<file path="src/rtl/hamming_pkg.sv">
// rtl/hamming_pkg.sv - shared types and codeword layout for the Hamming SECDED memory engine
package hamming_pkg;

  typedef enum logic [2:0] {
    ST_IDLE,
    ST_RD_LO,
    ST_RD_HI,
    ST_CAP_HI,
    ST_CALC,
    ST_WR_LO,
    ST_WR_HI,
    ST_DONE
  } state_e;

  typedef enum logic {
    MODE_ENC = 1'b0,
    MODE_DEC = 1'b1
  } mode_e;

  // Flag bit positions inside the decoded result's high byte
  localparam int FLAG_DBL = 7;
  localparam int FLAG_SGL = 6;

  localparam int POS_P0 = 0;
  localparam int POS_P1 = 1;
  localparam int POS_P2 = 2;
  localparam int POS_P4 = 4;
  localparam int POS_P8 = 8;
  localparam int POS_D1 = 3;

  // Codeword positions covered by each Hamming parity bit (bit 0 excluded)
  localparam logic [15:0] MASK_P1 = 16'hAAAA;
  localparam logic [15:0] MASK_P2 = 16'hCCCC;
  localparam logic [15:0] MASK_P4 = 16'hF0F0;
  localparam logic [15:0] MASK_P8 = 16'hFF00;

  function automatic logic [10:0] code_data(input logic [15:0] c);
    return {c[15:9], c[7:5], c[POS_D1]};
  endfunction

endpackage

</file>
<file path="src/rtl/hamming_secded.sv">
// rtl/hamming_secded.sv - combinational (16,11) SECDED encoder and decoder
module hamming_secded
  import hamming_pkg::*;
(
  input  logic [10:0] data_i,
  output logic [15:0] code_o,
  input  logic [15:0] code_i,
  output logic [10:0] data_o,
  output logic        single_o,
  output logic        double_o
);

  logic [15:0] raw;
  logic [15:0] fixed;
  logic [3:0]  syn;
  logic        par;

  always_comb begin
    raw            = {data_i[10:4], 1'b0, data_i[3:1], 1'b0, data_i[0], 3'b000};
    code_o         = raw;
    code_o[POS_P1] = ^(raw & MASK_P1);
    code_o[POS_P2] = ^(raw & MASK_P2);
    code_o[POS_P4] = ^(raw & MASK_P4);
    code_o[POS_P8] = ^(raw & MASK_P8);
    code_o[POS_P0] = ^code_o[15:1];
  end

  // Syndrome is the parity of each group including its received check bit
  always_comb begin
    syn      = {^(code_i & MASK_P8), ^(code_i & MASK_P4),
                ^(code_i & MASK_P2), ^(code_i & MASK_P1)};
    par      = ^code_i;
    fixed    = code_i;
    single_o = 1'b0;
    double_o = 1'b0;
    if (syn != 4'd0) begin
      if (par) begin
        fixed[syn] = ~code_i[syn];
        single_o   = 1'b1;
      end else begin
        double_o   = 1'b1;
      end
    end else if (par) begin
      single_o = 1'b1;
    end
    data_o = code_data(fixed);
  end

endmodule

</file>
<file path="src/rtl/hamming_mem_engine.sv">
// rtl/hamming_mem_engine.sv - byte-wide memory walker that SECDED-encodes or corrects a block of words
module hamming_mem_engine
  import hamming_pkg::*;
#(
  parameter int         NWORDS   = 15,
  parameter logic [7:0] SRC_BASE = 8'd0,
  parameter logic [7:0] DST_BASE = 8'd30
) (
  input  logic       clk,
  input  logic       reset,
  input  logic       req,
  input  logic       mode,
  output logic       ack,
  output logic [7:0] MemAdr,
  output logic [7:0] DatIn,
  input  logic [7:0] DatOut,
  output logic       ReadEn,
  output logic       WriteEn,
  output logic [7:0] sec_ct,
  output logic [7:0] ded_ct
);

  localparam logic [6:0] LAST_IDX = (NWORDS > 0) ? 7'(NWORDS - 1) : 7'd0;

  state_e      state_q;
  mode_e       mode_q;
  logic [6:0]  idx_q;
  logic [6:0]  idx_d;
  logic [7:0]  lo_q;
  logic [15:0] code_q;
  logic [7:0]  res_hi_q;
  logic        ack_q;
  logic [7:0]  adr_q;
  logic [7:0]  dat_q;
  logic        rd_q;
  logic        wr_q;
  logic [7:0]  sec_q;
  logic [7:0]  ded_q;

  logic [15:0] enc_code;
  logic [10:0] dec_data;
  logic        dec_single;
  logic        dec_double;
  logic [15:0] result_d;

  function automatic logic [7:0] word_adr(input logic [7:0] base, input logic [6:0] idx,
                                          input logic hi);
    return base + {idx, hi};
  endfunction

  hamming_secded u_secded (
    .data_i   (code_q[10:0]),
    .code_o   (enc_code),
    .code_i   (code_q),
    .data_o   (dec_data),
    .single_o (dec_single),
    .double_o (dec_double)
  );

  assign idx_d = idx_q + 7'd1;

  always_comb begin
    result_d = enc_code;
    if (mode_q == MODE_DEC) begin
      result_d                = '0;
      result_d[10:0]          = dec_data;
      result_d[8 + FLAG_DBL]  = dec_double;
      result_d[8 + FLAG_SGL]  = dec_single;
    end
  end

  always_ff @(posedge clk) begin
    if (reset) begin
      state_q  <= ST_IDLE;
      mode_q   <= MODE_ENC;
      idx_q    <= '0;
      lo_q     <= '0;
      code_q   <= '0;
      res_hi_q <= '0;
      ack_q    <= 1'b0;
      adr_q    <= '0;
      dat_q    <= '0;
      rd_q     <= 1'b0;
      wr_q     <= 1'b0;
      sec_q    <= '0;
      ded_q    <= '0;
    end else if (req) begin
      // A high req always parks the engine; bytes already written stay written
      state_q <= ST_IDLE;
      ack_q   <= 1'b0;
      rd_q    <= 1'b0;
      wr_q    <= 1'b0;
    end else begin
      case (state_q)
        ST_IDLE: begin
          mode_q <= mode_e'(mode);
          sec_q  <= '0;
          ded_q  <= '0;
          idx_q  <= '0;
          if (NWORDS == 0) begin
            state_q <= ST_DONE;
          end else begin
            state_q <= ST_RD_LO;
            adr_q   <= word_adr(SRC_BASE, 7'd0, 1'b0);
            rd_q    <= 1'b1;
          end
        end
        ST_RD_LO: begin
          state_q <= ST_RD_HI;
          adr_q   <= word_adr(SRC_BASE, idx_q, 1'b1);
        end
        ST_RD_HI: begin
          state_q <= ST_CAP_HI;
          lo_q    <= DatOut;
          rd_q    <= 1'b0;
        end
        ST_CAP_HI: begin
          state_q <= ST_CALC;
          code_q  <= {DatOut, lo_q};
        end
        ST_CALC: begin
          state_q  <= ST_WR_LO;
          res_hi_q <= result_d[15:8];
          adr_q    <= word_adr(DST_BASE, idx_q, 1'b0);
          dat_q    <= result_d[7:0];
          wr_q     <= 1'b1;
          if (mode_q == MODE_DEC) begin
            if (dec_single && sec_q != 8'hFF) sec_q <= sec_q + 8'd1;
            if (dec_double && ded_q != 8'hFF) ded_q <= ded_q + 8'd1;
          end
        end
        ST_WR_LO: begin
          state_q <= ST_WR_HI;
          adr_q   <= word_adr(DST_BASE, idx_q, 1'b1);
          dat_q   <= res_hi_q;
        end
        ST_WR_HI: begin
          wr_q <= 1'b0;
          if (idx_q == LAST_IDX) begin
            state_q <= ST_DONE;
          end else begin
            state_q <= ST_RD_LO;
            idx_q   <= idx_d;
            adr_q   <= word_adr(SRC_BASE, idx_d, 1'b0);
            rd_q    <= 1'b1;
          end
        end
        ST_DONE: begin
          // ack lags DONE entry by one edge so it lands at 6*NWORDS+1
          ack_q <= 1'b1;
        end
        default: state_q <= ST_IDLE;
      endcase
    end
  end

  assign ack     = ack_q;
  assign MemAdr  = adr_q;
  assign DatIn   = dat_q;
  assign ReadEn  = rd_q;
  assign WriteEn = wr_q;
  assign sec_ct  = sec_q;
  assign ded_ct  = ded_q;

endmodule

</file>
<file path="config.mk">
export PLATFORM = sky130hd
export DESIGN_NAME = hamming_mem_engine
export DESIGN_NICKNAME = d
export VERILOG_FILES = /design/src/rtl/hamming_pkg.sv /design/src/rtl/hamming_secded.sv /design/src/rtl/hamming_mem_engine.sv
export SDC_FILE = /design/constraint.sdc
export NUM_CORES = 1
export LEC_CHECK = 0
export ABC_AREA = 0
export CORE_MARGIN = 3
export CORE_UTILIZATION = 52
export CTS_CLUSTER_DIAMETER = 200
export CTS_CLUSTER_SIZE = 16
export DETAILED_ROUTE_END_ITERATION = 6
export GPL_ROUTABILITY_DRIVEN = 0
export PLACE_DENSITY = 0.76
export SLEW_MARGIN = 5
export SYNTH_ARGS = -nofsm -noshare
export SYNTH_HDL_FRONTEND = slang
export SYNTH_SLANG_ARGS = --single-unit
</file>
<file path="constraint.sdc">
create_clock -name clk -period 2.5 [get_ports clk]
set_input_delay 0.5 -clock clk [delete_from_list [all_inputs] [get_ports clk]]
set_output_delay 0.5 -clock clk [all_outputs]
set_load 0.005 [all_outputs]
</file>
* Word level (Yosys, flattened, before mapping)
Cells that the tools add are included.
** Operators by class
- $add $sub $neg :: 5
- $lt $le $gt $ge :: 2
- Equal/unequal tests :: 14
- Multiplexer cells :: 27
- Bitwise operators :: 2
- Reductions and logical operators :: 33
** Operators with widths (count)
- $reduce_xor 16->1 :: 9
- $mux 16 :: 3
- $pmux 8 s2 :: 3
- $mux 8 :: 5
- $pmux 8 s5 :: 1
- $pmux 3 s7 :: 1
- $add 5x8->8 const A :: 2
- $add 8x1->8 const B :: 2
- $bwmux 16 :: 1
- $ne 8x8->1 const B :: 2
- $reduce_xor 15->1 :: 1
- $pmux 7 s2 :: 1
- $eq 3x3->1 const B :: 4
- $reduce_and 2->1 :: 6
- $ne 2x2->1 const B :: 4
- $reduce_and 4->1 :: 2
- $reduce_bool 2->1 :: 4
- $add 7x1->7 const B :: 1
- $eq 7x4->1 const B :: 1
- $mux 7 :: 1
- $reduce_bool 7->1 :: 1
- $eq 3x2->1 const B :: 2
- $mux 1 :: 6
- $reduce_and 3->1 :: 2
- other kinds (15) :: 18
** Word-level totals
- Flip-flop bits (word level) :: 78
- Input bits :: 12
- Output and inout bits :: 35
- Word-level logic and storage cells :: 96

* Longest topological paths before layout
Gate-level depths: netlist (run 1).
- Depth in word-level cells :: 10
- Depth in mapped cells :: 11
- Mapped depth without buffers :: 10

* Cells and area by module
Synthesis (run 1) repeated with hierarchy kept, for this count alone.
** Unflattened totals
- Cells, all modules :: 597
- Area total of the unflattened synthesis :: 4633.2 µm²
** By module, submodules not included
- hamming_mem_engine :: instances 1, cells each 481, area each 3769.9 µm², seq. area each 1561.5 µm²
- hamming_secded :: instances 1, cells each 116, area each 863.3 µm², seq. area each 0.0 µm²

* Worst setup path after synthesis (run 1)
No wires, ideal clock.
- Kind :: flip-flop to flip-flop
- Start point :: reg code_q[4]
- End point :: reg ded_q[6], in the netlist ded_ct[6]
- Setup time :: 0.071 ns
- Arrival :: 2.374 ns
- Data required time :: 2.429 ns
- Path slack :: 0.055 ns
- Stages on the path, launching flop included :: 10
- Buffers on the path :: 1
- Period minus slack after synthesis :: 2.445 ns
- Cell sequence :: dfxtp_1 > xnor3_2 > xor2_2 > nand4_1 > a211oi_2 > o21ai_2 > and2_4 > buf_6 > or3_1 > a21oi_1
** Between the ends
- Longest elaborated chain between the ends :: 6
- Elaborated cells between the ends (all ways) :: 8
- Those cells by class :: eq/ne: 1; mux: 2; reduce/logical: 5
** Ends and longest elaborated chain
- start, declared :: RTL line hamming_mem_engine.sv:30 : logic [15:0] code_q;
- start signal, assigned :: RTL line hamming_mem_engine.sv:119 : code_q <= {DatOut, lo_q};
- $reduce_xor 16->1, on equally long branches :: RTL line hamming_secded.sv:30, hamming_secded.sv:32
- $reduce_bool 4->1 / $mux 1 (equally long branches) :: RTL line hamming_secded.sv:36, hamming_secded.sv:37
- $mux 1 (*) :: RTL line hamming_secded.sv:36 : if (syn != 4'd0) begin
- $logic_and 1x1->1 (*) :: RTL line hamming_mem_engine.sv:129 : if (dec_double && ded_q != 8'hFF) ded_q <= ded_q + 8'd1;
- $ne 2x2->1 (no line) (*)
- $reduce_and 4->1 (no line) (*)
- end signal, assigned :: RTL line hamming_mem_engine.sv:129
- end, declared :: RTL line hamming_mem_engine.sv:38 : logic [7:0] ded_q;
Every way passes the cells marked *; elsewhere a longest branch is shown, timed or not.
A chain may end at the register's enable or synchronous reset.

* Final worst setup path (run 1)
- Start point :: reg code_q[5]
- End point :: reg ded_q[7], in the netlist ded_ct[7]
** Between the ends
- Longest elaborated chain between the ends :: 6
- Elaborated cells between the ends (all ways) :: 9
- Those cells by class :: eq/ne: 1; mux: 2; reduce/logical: 6
** Ends and longest elaborated chain (RTL line)
- $reduce_xor 16->1, on equally long branches :: hamming_secded.sv:31, hamming_secded.sv:30, hamming_secded.sv:32
- $reduce_bool 4->1 / $mux 1 (equally long branches) :: hamming_secded.sv:36, hamming_secded.sv:37
- $mux 1 (*) :: hamming_secded.sv:36
- $logic_and 1x1->1 (*) :: hamming_mem_engine.sv:129
- $ne 2x2->1 (no line) (*)
- $reduce_and 4->1 (no line) (*)
Marked as above.

==> load_flow_metrics.sql, run 1 <==
INSERT INTO impl_metrics (metric_group, metric, value, unit) VALUES
('sta', 'finalSetupViolCount', '0', ''),
('finish', 'multi_input_area', '3210', 'um2'),
('routing', 'wl_per_cell', '15.7', 'um'),
('finish', 'area_growth_syn_to_layout', '24.2', '%'),
('clocking', 'clk_pin_slew_worst_paths', '80', 'ps'),
('logic_synthesis', 'synth_cells', '604', ''),
('placed_design', 'detailed_place_hpwl', '9020', 'um'),
('setup_path', 'cp_max_fo', '7', ''),
('floorplanning', 'row_count', '34', ''),
('power_and_ir_drop', 'sw_frac_of_total', '0.261', ''),
('placed_design', 'portBuffers', '46', ''),
('logic_synthesis', 'synth_nets', '621', ''),
('setup_path', 'endpoint_kind', 'flip-flop', ''),
('sta', 'finalCriticalPeriod', '2500', 'ps'),
('clocking', 'cts_tree', 'done', ''),
('finish', 'antenna_cells_inserted', '0', ''),
('sta', 'final.setup_skew', '10.9', 'ps'),
('floorplanning', 'num_io_pins', '47', ''),
('floorplanning', 'fp.dieArea', '10500', 'um2'),
('setup_path', 'worst_ep_required_time', '2730', 'ps'),
('sta', 'finalHoldWorstSlack', '449', 'ps'),
('sta', 'final_min_period_over_clock_period', '0.999', ''),
('logic_synthesis', 'synth_enable_flop_cells', '0', ''),
('logic_synthesis', 'yosys.area_share.adder', '0.0129', ''),
('clocking', 'cts-buffers-inserted', '9', ''),
('finish', 'post-route-cell-area', '6030', 'um2'),
('logic_synthesis', 'synth_ff_type', 'sky130_fd_sc_hd__dfxtp_1', ''),
('clocking', 'cts_hold_buffers', '0', ''),
('sta', 'slew_violations', '0', ''),
('setup_path', 'cp-start-kind', 'flip-flop', ''),
('logic_synthesis', 'mappedNetlistArea', '4860', 'um2'),
('floorplanning', 'die_height', '103', 'um'),
('status', 'run_status', 'finished, final reports clean', ''),
('sta', 'slew-limit-headroom', '0.605', ''),
('clocking', 'clock_latency', '350', 'ps'),
('logic_synthesis', 'synth_seq_area_share', '0.321', ''),
('global_routing', 'globalRouteTotalUtil', '0.240', ''),
('hold_path', 'min_path_type', 'flip-flop to flip-flop', ''),
('sta', 'fmax', '0.400', 'GHz'),
('setup_path', 'crit_arrival', '2730', 'ps'),
('sta', 'hold_violations', '0', ''),
('logic_synthesis', 'netlist-cell-type-count', '74', ''),
('sta', 'max_slew.worst_pin.slew', '588', 'ps'),
('logic_synthesis', 'synth_top_family_by_area', 'simple AND/OR/NAND/NOR gates', ''),
('global_routing', 'antenna_found_initial', '0', ''),
('clocking', 'clockRootBuffer', 'sky130_fd_sc_hd__clkbuf_8', ''),
('power_and_ir_drop', 'leakage', '2.23', 'nW'),
('global_routing', 'via_count_of_the_first_global_routing_pass', '4261', ''),
('power_and_ir_drop', 'p_int', '0.00167', 'W'),
('logic_synthesis', 'synth_warnings', '0', ''),
('logic_synthesis', 'synth.area.mux_share', '0.0250', ''),
('setup_path', 'worst_setup_path_type', 'flip-flop to flip-flop', ''),
('power_and_ir_drop', 'power.share.combinational', '0.078', ''),
('routing', 'dr.first_iter.drc_count', '293', ''),
('placed_design', 'detailed_place.area', '5670', 'um2'),
('routing', 'detailroute.via_count', '4661', ''),
('logic_synthesis', 'synth_xor_area_frac', '0.158', ''),
('global_routing', 'grt_first_pass_wirelength', '20400', 'um'),
('routing', 'final_routed_wirelength_across_all_metal_layers', '12600', 'um'),
('power_and_ir_drop', 'max-vdd-ir-drop', '0.328', 'mV'),
('power_and_ir_drop', 'clock_power_share', '0.367', ''),
('logic_synthesis', 'syn_area_per_cell', '8.05', 'um2'),
('logic_synthesis', 'synth_simple_gate_area_share', '0.239', ''),
('finish', 'num-nets-final', '705', ''),
('power_and_ir_drop', 'power.density', '374', 'nW/um2'),
('logic_synthesis', 'synth.ff_latch_count', '78', ''),
('logic_synthesis', 'synth-async-reset-ratio', '0', ''),
('global_routing', 'grt_start_max_net_pins', '26', ''),
('finish', 'regArea', '1570', 'um2'),
('floorplanning', 'start_util', '0.547', ''),
('finish', 'drive_above_1_share', '0.208', '');
synthesized netlist by cell type, drive strengths merged (9+ instances only):
cell	instances	area (um2)
nand2	101	379
dfxtp	78	1560
a21oi	69	345
nor2	68	255
o21ai	31	163
xnor2	31	395
nand3	27	135
clkbuf	22	92.6
xor2	22	230
buf	14	108
nor3	10	61.3
or3	10	62.6
a22oi	9	67.6
and3	9	57.6
final timing paths:
kind	depth (start not counted)	startpoint	to	slack, ps
worst min-delay path	2	lo_q[3]	code_q[3]	450
worst max-delay path	9	code_q[5]	ded_ct[7]	3
worst max register to register	9	code_q[5]	ded_ct[7]	3
worst min register to register	2	lo_q[3]	code_q[3]	450
critical path, cell delays in order, from the launching register on:
cell and delay (ps):
sky130_fd_sc_hd__dfxtp_4 360, sky130_fd_sc_hd__xnor3_2 510, sky130_fd_sc_hd__xor2_4 250, sky130_fd_sc_hd__nand4_1 180
sky130_fd_sc_hd__a211oi_2 360, sky130_fd_sc_hd__o21ai_2 130, sky130_fd_sc_hd__and2_4 190, sky130_fd_sc_hd__buf_2 170
sky130_fd_sc_hd__o21ai_2 160, sky130_fd_sc_hd__a21oi_2 60
per-layer routing:
| layer | up-vias | share of wire | wire length (um) | track usage |
|---|---|---|---|---|
| met4 | 0 | 0.011 | 136 | 0.0727 |
| met3 | 15 | 0.067 | 845 | 0.0487 |
| met5 | - | 0 | 0 | 0 |
| met2 | 184 | 0.48 | 5990 | 0.378 |
| met1 | 2170 | 0.45 | 5630 | 0.334 |
| li1 | 2292 | - | - | - |
metrics by stage:
| step | util | instances | setup slack (ps) | setup TNS [ps] |
|---|---|---|---|---|
| 4_1_cts | 0.660 | 793 | 12.4 | 0 |
| 3_3_place_gp | 0.638 | 777 | 51.0 | 0 |
| 5_1_grt | 0.679 | 800 | -107 | -702 |
| 3_5_place_dp | 0.638 | 777 | -23.9 | -51.1 |
| 6_report | 0.679 | 800 | 3.02 | 0 |
| 2_1_floorplan | - | 604 | 54.9 | 0 |
layout by cell type (no fill, tap or decap), types with 15 or more instances in the layout:
cell / Yosys / layout
sky130_fd_sc_hd__buf_4: 3 / 62
sky130_fd_sc_hd__nor2_1: 68 / 67
sky130_fd_sc_hd__xor2_1: 17 / 17
sky130_fd_sc_hd__dfxtp_1: 78 / 72
sky130_fd_sc_hd__clkdlybuf4s50_1: 0 / 45
sky130_fd_sc_hd__nand2_1: 101 / 101
sky130_fd_sc_hd__o21ai_0: 26 / 21
sky130_fd_sc_hd__xnor2_1: 19 / 15
sky130_fd_sc_hd__a21oi_1: 69 / 65
sky130_fd_sc_hd__nand3_1: 27 / 27
what timing repair did:
item | CTS | global route
hold endpoints to repair | 0 | 0
pin swaps | 6 | 23
endpoints found under the setup margin | 8 | 19
resized for setup | 7 | 32
buffers inserted | 1 | 7
power by group through the flow:
stage	Combinational [W]	Sequential, W	Clock [W]
CTS	0.000163	0.00125	0.000846
global route	0.000191	0.00125	0.000892
finish	0.000176	0.00125	0.000828
global placement	0.000161	0.00128	0
detailed placement	0.000162	0.00128	0
floorplan	0.0000992	0.00128	0
cell families after synthesis:
kind of cell    after synthesis
compound gates              156
xor+xnor                     59
fa+ha+maj                     5
buf+inv                      43
flops                        78
mux                           9
simple gates                254
state kept, by name (all words and copies together) (netlist names):
name and cells:
DatIn 8, lo_q 8, MemAdr 8, state_q 3, idx_q 7, WriteEn 1
mode_q 1, sec_ct 8, ded_ct 8, ack 1, res_hi_q 8, ReadEn 1
code_q 16
area by class of cell:
cell class	count	share of cell area
Tap cell	108	0.0224
Sequential cell	78	0.260
Multi-Input combinational cell	483	0.532
Clock buffer	9	0.0205
Inverter	7	0.00436
Clock inverter	6	0.00643
Timing Repair Buffer	109	0.153
Power figures use the tool's default switching activity.
==> inputs of run 2 (changes only) <==
--- a/config.mk
+++ b/config.mk
@@ -7,12 +7,13 @@
 export LEC_CHECK = 0
 export ABC_AREA = 0
 export CORE_MARGIN = 3
-export CORE_UTILIZATION = 52
+export CORE_UTILIZATION = 55
 export CTS_CLUSTER_DIAMETER = 200
 export CTS_CLUSTER_SIZE = 16
 export DETAILED_ROUTE_END_ITERATION = 6
 export GPL_ROUTABILITY_DRIVEN = 0
-export PLACE_DENSITY = 0.76
+export HOLD_SLACK_MARGIN = 0.15
+export PLACE_DENSITY = 0.77
 export SLEW_MARGIN = 5
 export SYNTH_ARGS = -nofsm -noshare
 export SYNTH_HDL_FRONTEND = slang
==> constraint.sdc (replaced) <==
create_clock -name clk -period 2.78 [get_ports clk]
set_input_delay 0.556 -clock clk [delete_from_list [all_inputs] [get_ports clk]]
set_output_delay 0.556 -clock clk [all_outputs]
set_load 0.005 [all_outputs]
==> run 2 against run 1 <==
Effect of this change: power is 5.0% lower; critical path type unchanged; critical path depth grew 1; clock skew down 2.4 ps; count of clock-buffer cells in the layout is 1 higher; flip-flop and latch count unchanged.
==> load_flow_metrics.sql, run 2 (synthesis gave the netlist of run 1 again) <==
INSERT INTO impl_metrics (metric_group, metric, value, unit) VALUES
('status', 'run_status', 'finished, final reports clean', ''),
('finish', 'drive_above_1_share', '0.144', ''),
('finish', 'num-nets-final', '673', ''),
('placed_design', 'detailed_place_hpwl', '9020', 'um'),
('global_routing', 'overflow_left_after_global_routing', '0', ''),
('finish', 'layout.cells.most_common', 'sky130_fd_sc_hd__nand2_1', ''),
('finish', 'area_growth_syn_to_layout', '18.3', '%'),
('setup_path', 'endpoint_kind', 'flip-flop', ''),
('flow_run', 'timing.max_cap.violations', '0', ''),
('sta', 'final_min_period_over_clock_period', '0.961', ''),
('sta', 'hold_violations', '0', ''),
('sta', 'fmax', '0.374', 'GHz'),
('setup_path', 'worst_setup_path_type', 'flip-flop to flip-flop', ''),
('sta', 'max_slew.worst_pin.slew', '571', 'ps'),
('finish', 'fillCellCount', '710', ''),
('global_routing', 'via_count_of_the_first_global_routing_pass', '4334', ''),
('floorplanning', 'num_io_pins', '47', ''),
('sta', 'slew_violations', '0', ''),
('setup_path', 'crit_arrival', '2960', 'ps'),
('clocking', 'clockBufferDepth', '2', ''),
('routing', 'wl_per_cell', '16.1', 'um'),
('clocking', 'clk_pin_slew_worst_paths', '80', 'ps'),
('finish', 'final-instance-count-excl-fill', '766', ''),
('floorplanning', 'start_util', '0.580', ''),
('floorplanning', 'core_area', '8380', 'um2'),
('placed_design', 'pre_cts_slack', '74.1', 'ps'),
('routing', 'detail-route-antenna-nets', '0', ''),
('clocking', 'clockRootBuffer', 'sky130_fd_sc_hd__clkbuf_8', ''),
('sta', 'slew-limit-headroom', '0.620', ''),
('placed_design', 'portBuffers', '46', ''),
('floorplanning', 'fp.dieArea', '10000', 'um2'),
('clocking', 'clock_latency', '360', 'ps'),
('finish', 'max_flop_register', 'code_q', ''),
('finish', 'mostFrequentLayoutCells', 'sky130_fd_sc_hd__nand2_1 (101), sky130_fd_sc_hd__dfxtp_1 (73), sky130_fd_sc_hd__a21oi_1 (68), sky130_fd_sc_hd__nor2_1 (68), sky130_fd_sc_hd__clkdlybuf4s50_1 (45)', ''),
('global_routing', 'grt_first_pass_wirelength', '20800', 'um'),
('sta', 'finalCriticalPeriod', '2670', 'ps'),
('power_and_ir_drop', 'power.density', '373', 'nW/um2'),
('sta', 'final.setup.worst_slack', '108', 'ps'),
('finish', 'max_ffs_per_register', '16', ''),
('routing', 'dr.first_iter.drc_count', '280', ''),
('clocking', 'cts-buffers-inserted', '9', ''),
('routing', 'detailedRoute.firstPassIterationCount', '5', ''),
('setup_path', 'cp_max_fo', '12', ''),
('sta', 'final.setup_skew', '8.52', 'ps'),
('global_routing', 'grt_start_max_net_pins', '55', ''),
('finish', 'antenna_cells_inserted', '0', ''),
('global_routing', 'antenna_found_initial', '0', ''),
('setup_path', 'cp-start-kind', 'flip-flop', ''),
('routing', 'drc', '0', ''),
('hold_path', 'min_path_type', 'flip-flop to flip-flop', ''),
('sta', 'finalSetupViolCount', '0', ''),
('routing', 'final_routed_wirelength_across_all_metal_layers', '12400', 'um'),
('finish', 'post-route-cell-area', '5750', 'um2'),
('setup_path', 'worst_ep_required_time', '3070', 'ps'),
('placed_design', 'detailed_place.area', '5460', 'um2'),
('power_and_ir_drop', 'final_power', '0.00215', 'W'),
('power_and_ir_drop', 'leakage', '2.07', 'nW'),
('global_routing', 'globalRouteTotalUtil', '0.253', ''),
('routing', 'vias_per_cell', '6.00', ''),
('placed_design', 'post-place-cells', '746', ''),
('routing', 'detailroute.via_count', '4594', ''),
('clocking', 'cts_tree', 'done', ''),
('floorplanning', 'die_width', '100', 'um'),
('power_and_ir_drop', 'max-vdd-ir-drop', '0.312', 'mV'),
('sta', 'finalHoldWorstSlack', '451', 'ps'),
('clocking', 'cts_max_level', '3', ''),
('clocking', 'cts_hold_buffers', '0', ''),
('clocking', 'cts_num_sinks', '78', ''),
('floorplanning', 'die_height', '100', 'um'),
('floorplanning', 'row_count', '33', '');
run 2: final timing paths:
kind                   from   endpoint  slack (ps)  depth (start not counted)
setup / recovery  code_q[6]  ded_ct[3]         110                         10
hold / removal     DatIn[5]   DatIn[5]         450                          2
setup reg to reg  code_q[6]  ded_ct[3]         110                         10
hold reg to reg    DatIn[5]   DatIn[5]         450                          2
run 2: what timing repair did:
| action | in CTS | in global routing |
|---|---|---|
| endpoints found under the setup margin | 0 | 13 |
| buffers inserted | 0 | 4 |
| resized for setup | 0 | 12 |
run 2: layout make-up:
| class | instances | area, um2 | area share |
|---|---|---|---|
| clock buffer | 10 | 138 | 0.0239 |
| clock inverter | 6 | 61.3 | 0.0107 |
| inverter | 7 | 26.3 | 0.00457 |
| multi-input combinational | 483 | 3120 | 0.542 |
| sequential | 78 | 1570 | 0.273 |
| tap | 105 | 131 | 0.0228 |
| timing repair buffer | 77 | 704 | 0.122 |
run 2: power breakdown:
group	leakage, nW	total [W]	switching (W)	internal (W)
clock network	0.102	0.000877	0.000441	0.000436
registers	0.632	0.00113	0.00000477	0.00112
logic	1.34	0.000143	0.0000912	0.0000516
run 2: stage by stage:
| stage | setup TNS [ps] | utilization |
|---|---|---|
| 2_1_floorplan | 0 | - |
| 3_3_place_gp | 0 | 0.651 |
| 6_report | 0 | 0.686 |
| 4_1_cts | 0 | 0.675 |
| 5_1_grt | -6.59 | 0.686 |
| 3_5_place_dp | 0 | 0.651 |
run 2: per-layer routing:
| layer | track usage | up-vias | wire (um) |
|---|---|---|---|
| li1 | - | 2237 | - |
| met1 | 0.345 | 2144 | 5530 |
| met2 | 0.396 | 187 | 5750 |
| met3 | 0.0528 | 26 | 837 |
| met4 | 0.0933 | 0 | 230 |
| met5 | 0 | - | 0 |
run 2: critical path: stages (launching register included):
cell	delay, ps
sky130_fd_sc_hd__dfxtp_4	370
sky130_fd_sc_hd__buf_6	120
sky130_fd_sc_hd__xnor3_2	520
sky130_fd_sc_hd__xor2_4	230
sky130_fd_sc_hd__buf_4	150
sky130_fd_sc_hd__xnor2_2	160
sky130_fd_sc_hd__o221ai_2	200
sky130_fd_sc_hd__o21ai_2	110
sky130_fd_sc_hd__and2_4	210
sky130_fd_sc_hd__or3_1	370
sky130_fd_sc_hd__a21oi_2	150
==> inputs of run 3 (changes only) <==
--- a/config.mk
+++ b/config.mk
@@ -6,7 +6,6 @@
 export NUM_CORES = 1
 export LEC_CHECK = 0
 export ABC_AREA = 0
-export CORE_MARGIN = 3
 export CORE_UTILIZATION = 55
 export CTS_CLUSTER_DIAMETER = 200
 export CTS_CLUSTER_SIZE = 16
==> run 3 against run 2 <==
Effect of this change: global-route usage up 1.7 points; critical path type unchanged; clock skew down 0.52 ps; highest routed layer unchanged; cell area down 1.3%; hold slack worse by 4.0 ps.
==> load_flow_metrics.sql, run 3 (synthesis gave the netlist of run 1 again) <==
INSERT INTO impl_metrics (metric_group, metric, value, unit) VALUES
('power_and_ir_drop', 'final_power', '0.00211', 'W'),
('sta', 'max_slew.worst_pin.slew', '710', 'ps'),
('clocking', 'cts_tree', 'done', ''),
('global_routing', 'overflow_left_after_global_routing', '0', ''),
('power_and_ir_drop', 'power.density', '372', 'nW/um2'),
('setup_path', 'worst_setup_path_type', 'flip-flop to flip-flop', ''),
('setup_path', 'worst_ep_required_time', '3060', 'ps'),
('routing', 'drc', '0', ''),
('finish', 'layout.cells.most_common', 'sky130_fd_sc_hd__nand2_1', ''),
('placed_design', 'post-place-cells', '744', ''),
('routing', 'wirelength_met1', '5530', 'um'),
('placed_design', 'pre_cts_slack', '64.3', 'ps'),
('sta', 'final.setup_skew', '8.00', 'ps'),
('global_routing', 'antenna_found_initial', '0', ''),
('finish', 'area_growth_syn_to_layout', '16.7', '%'),
('clocking', 'clk_pin_slew_worst_paths', '80', 'ps'),
('placed_design', 'detailed_place.area', '5440', 'um2'),
('finish', 'post-route-cell-area', '5670', 'um2'),
('setup_path', 'crit_arrival', '2940', 'ps'),
('routing', 'highest_routed_layer', 'met4', ''),
('setup_path', 'cp_max_fo', '12', ''),
('sta', 'totalNegativeSetupSlack', '0', 'ps'),
('setup_path', 'timing.critical_path.cells', 'buf_4 -> xnor3_2 -> xor2_4 -> nand4_1 -> a211oi_2 -> o21ai_2 -> and2_4 -> or3_1 -> a21oi_1', ''),
('global_routing', 'grt_start_max_net_pins', '47', ''),
('floorplanning', 'fp.dieArea', '9220', 'um2'),
('routing', 'route.met3.wl', '608', 'um'),
('sta', 'final.setup.worst_slack', '114', 'ps'),
('setup_path', 'cp_slowest_cell', 'sky130_fd_sc_hd__xnor3_2', ''),
('finish', 'antenna_cells_inserted', '0', ''),
('floorplanning', 'row_count', '33', ''),
('finish', 'max_flop_register', 'code_q', ''),
('finish', 'final-instance-count-excl-fill', '761', ''),
('floorplanning', 'die_width', '96', 'um'),
('clocking', 'clockBufferDepth', '2', ''),
('routing', 'final_routed_wirelength_across_all_metal_layers', '11800', 'um'),
('power_and_ir_drop', 'leakage', '2.03', 'nW'),
('routing', 'detailroute.via_count', '4494', ''),
('sta', 'final_min_period_over_clock_period', '0.959', ''),
('setup_path', 'critical_path.max_stage_delay', '520', 'ps'),
('clocking', 'cts-buffers-inserted', '9', ''),
('finish', 'drive_above_1_share', '0.136', ''),
('finish', 'mostFrequentLayoutCells', 'sky130_fd_sc_hd__nand2_1 (101), sky130_fd_sc_hd__dfxtp_1 (72), sky130_fd_sc_hd__a21oi_1 (68), sky130_fd_sc_hd__nor2_1 (68), sky130_fd_sc_hd__clkdlybuf4s50_1 (45)', ''),
('routing', 'wl_met2', '5480', 'um'),
('floorplanning', 'die_height', '96', 'um'),
('clocking', 'cts_num_sinks', '78', ''),
('sta', 'finalCriticalPeriod', '2670', 'ps'),
('clocking', 'cts_max_level', '3', ''),
('floorplanning', 'core_area', '8380', 'um2'),
('floorplanning', 'num_io_pins', '47', ''),
('clocking', 'clockRootBuffer', 'sky130_fd_sc_hd__clkbuf_8', ''),
('floorplanning', 'start_util', '0.580', ''),
('routing', 'detailedRoute.firstPassIterationCount', '5', ''),
('flow_run', 'timing.max_cap.violations', '0', ''),
('setup_path', 'cp-start-kind', 'flip-flop', ''),
('hold_path', 'min_path_type', 'flip-flop to flip-flop', ''),
('setup_path', 'endpoint_kind', 'flip-flop', ''),
('finish', 'max_ffs_per_register', '16', ''),
('sta', 'rsz0062_at_grt', 'false', ''),
('routing', 'dr.first_iter.drc_count', '365', ''),
('sta', 'slew_violations', '0', ''),
('placed_design', 'detailed_place_hpwl', '8600', 'um'),
('clocking', 'clock_latency', '350', 'ps'),
('placed_design', 'portBuffers', '46', ''),
('sta', 'slew-limit-headroom', '0.526', ''),
('global_routing', 'globalRouteTotalUtil', '0.270', ''),
('finish', 'num-nets-final', '669', ''),
('sta', 'fmax', '0.375', 'GHz'),
('sta', 'finalSetupViolCount', '0', ''),
('routing', 'wl_per_cell', '15.5', 'um'),
('routing', 'vias_per_cell', '5.91', ''),
('global_routing', 'grt_first_pass_wirelength', '19400', 'um'),
('status', 'run_status', 'finished, final reports clean', ''),
('sta', 'hold_violations', '0', ''),
('global_routing', 'via_count_of_the_first_global_routing_pass', '3970', ''),
('power_and_ir_drop', 'max-vdd-ir-drop', '0.431', 'mV'),
('routing', 'detail-route-antenna-nets', '0', '');
run 3: changes by cell type in the layout (fill, tap and decap cells not counted), sizes merged:
cell    change
inv         +1
clkinv      -2
buf         -4
run 3: critical path, delay by kind of cell (launching register included):
kind / cells / cell delay, ps
XOR/XNOR: 2 / 750
AND/OR/NAND/NOR: 3 / 720
flip-flops: 1 / 350
buffers and inverters: 1 / 150
AO/OA/AOI/OAI: 3 / 630
run 3: per-stage QoR:
| stage | hold WS [ps] | utilization |
|---|---|---|
| final | 447 | 0.677 |
| after detailed placement | 440 | 0.649 |
| after global placement | 433 | 0.649 |
| after CTS | 451 | 0.671 |
| after floorplan | 429 | - |
| after global routing | 477 | 0.677 |
run 3: where the power goes:
part	internal, W	switching, W	total (W)	leakage (nW)
Sequential	0.00112	0.00000695	0.00113	0.632
Combinational	0.0000501	0.0000879	0.000138	1.30
Clock	0.000414	0.000427	0.000841	0.0927
Total	0.00159	0.000522	0.00211	2.03
run 3: per-layer routing:
metal  up-vias  GRT usage
met4         0     0.0659
met1      2088      0.381
met3        16     0.0521
met5         -          0
met2       162      0.423
li1       2228          -
run 3: area by class of cell:
cell class / instances / area (um2)
multi-input cells: 483 / 3100
clock inverters: 5 / 60.1
repair buffers: 73 / 658
inverters: 7 / 26.3
flip-flops and latches: 78 / 1570
well taps: 105 / 131
clock buffers: 10 / 128
fillers: 749 / 2710
run 3: worst paths after layout:
| kind | startpoint | endpoint | slack (ps) | cells after the start |
|---|---|---|---|---|
| max | code_q[6] | ded_ct[3] | 110 | 9 |
| min | lo_q[2] | code_q[2] | 450 | 2 |
| max reg2reg | code_q[6] | ded_ct[3] | 110 | 9 |
| min reg2reg | lo_q[2] | code_q[2] | 450 | 2 |
run 3: timing repair:
item | 4_1_cts | 5_1_grt
hold buffers | 0 | 0
gates resized for setup | 0 | 9
endpoints found under the setup margin | 0 | 8
buffers inserted | 0 | 2
hold endpoints to repair | 0 | 0
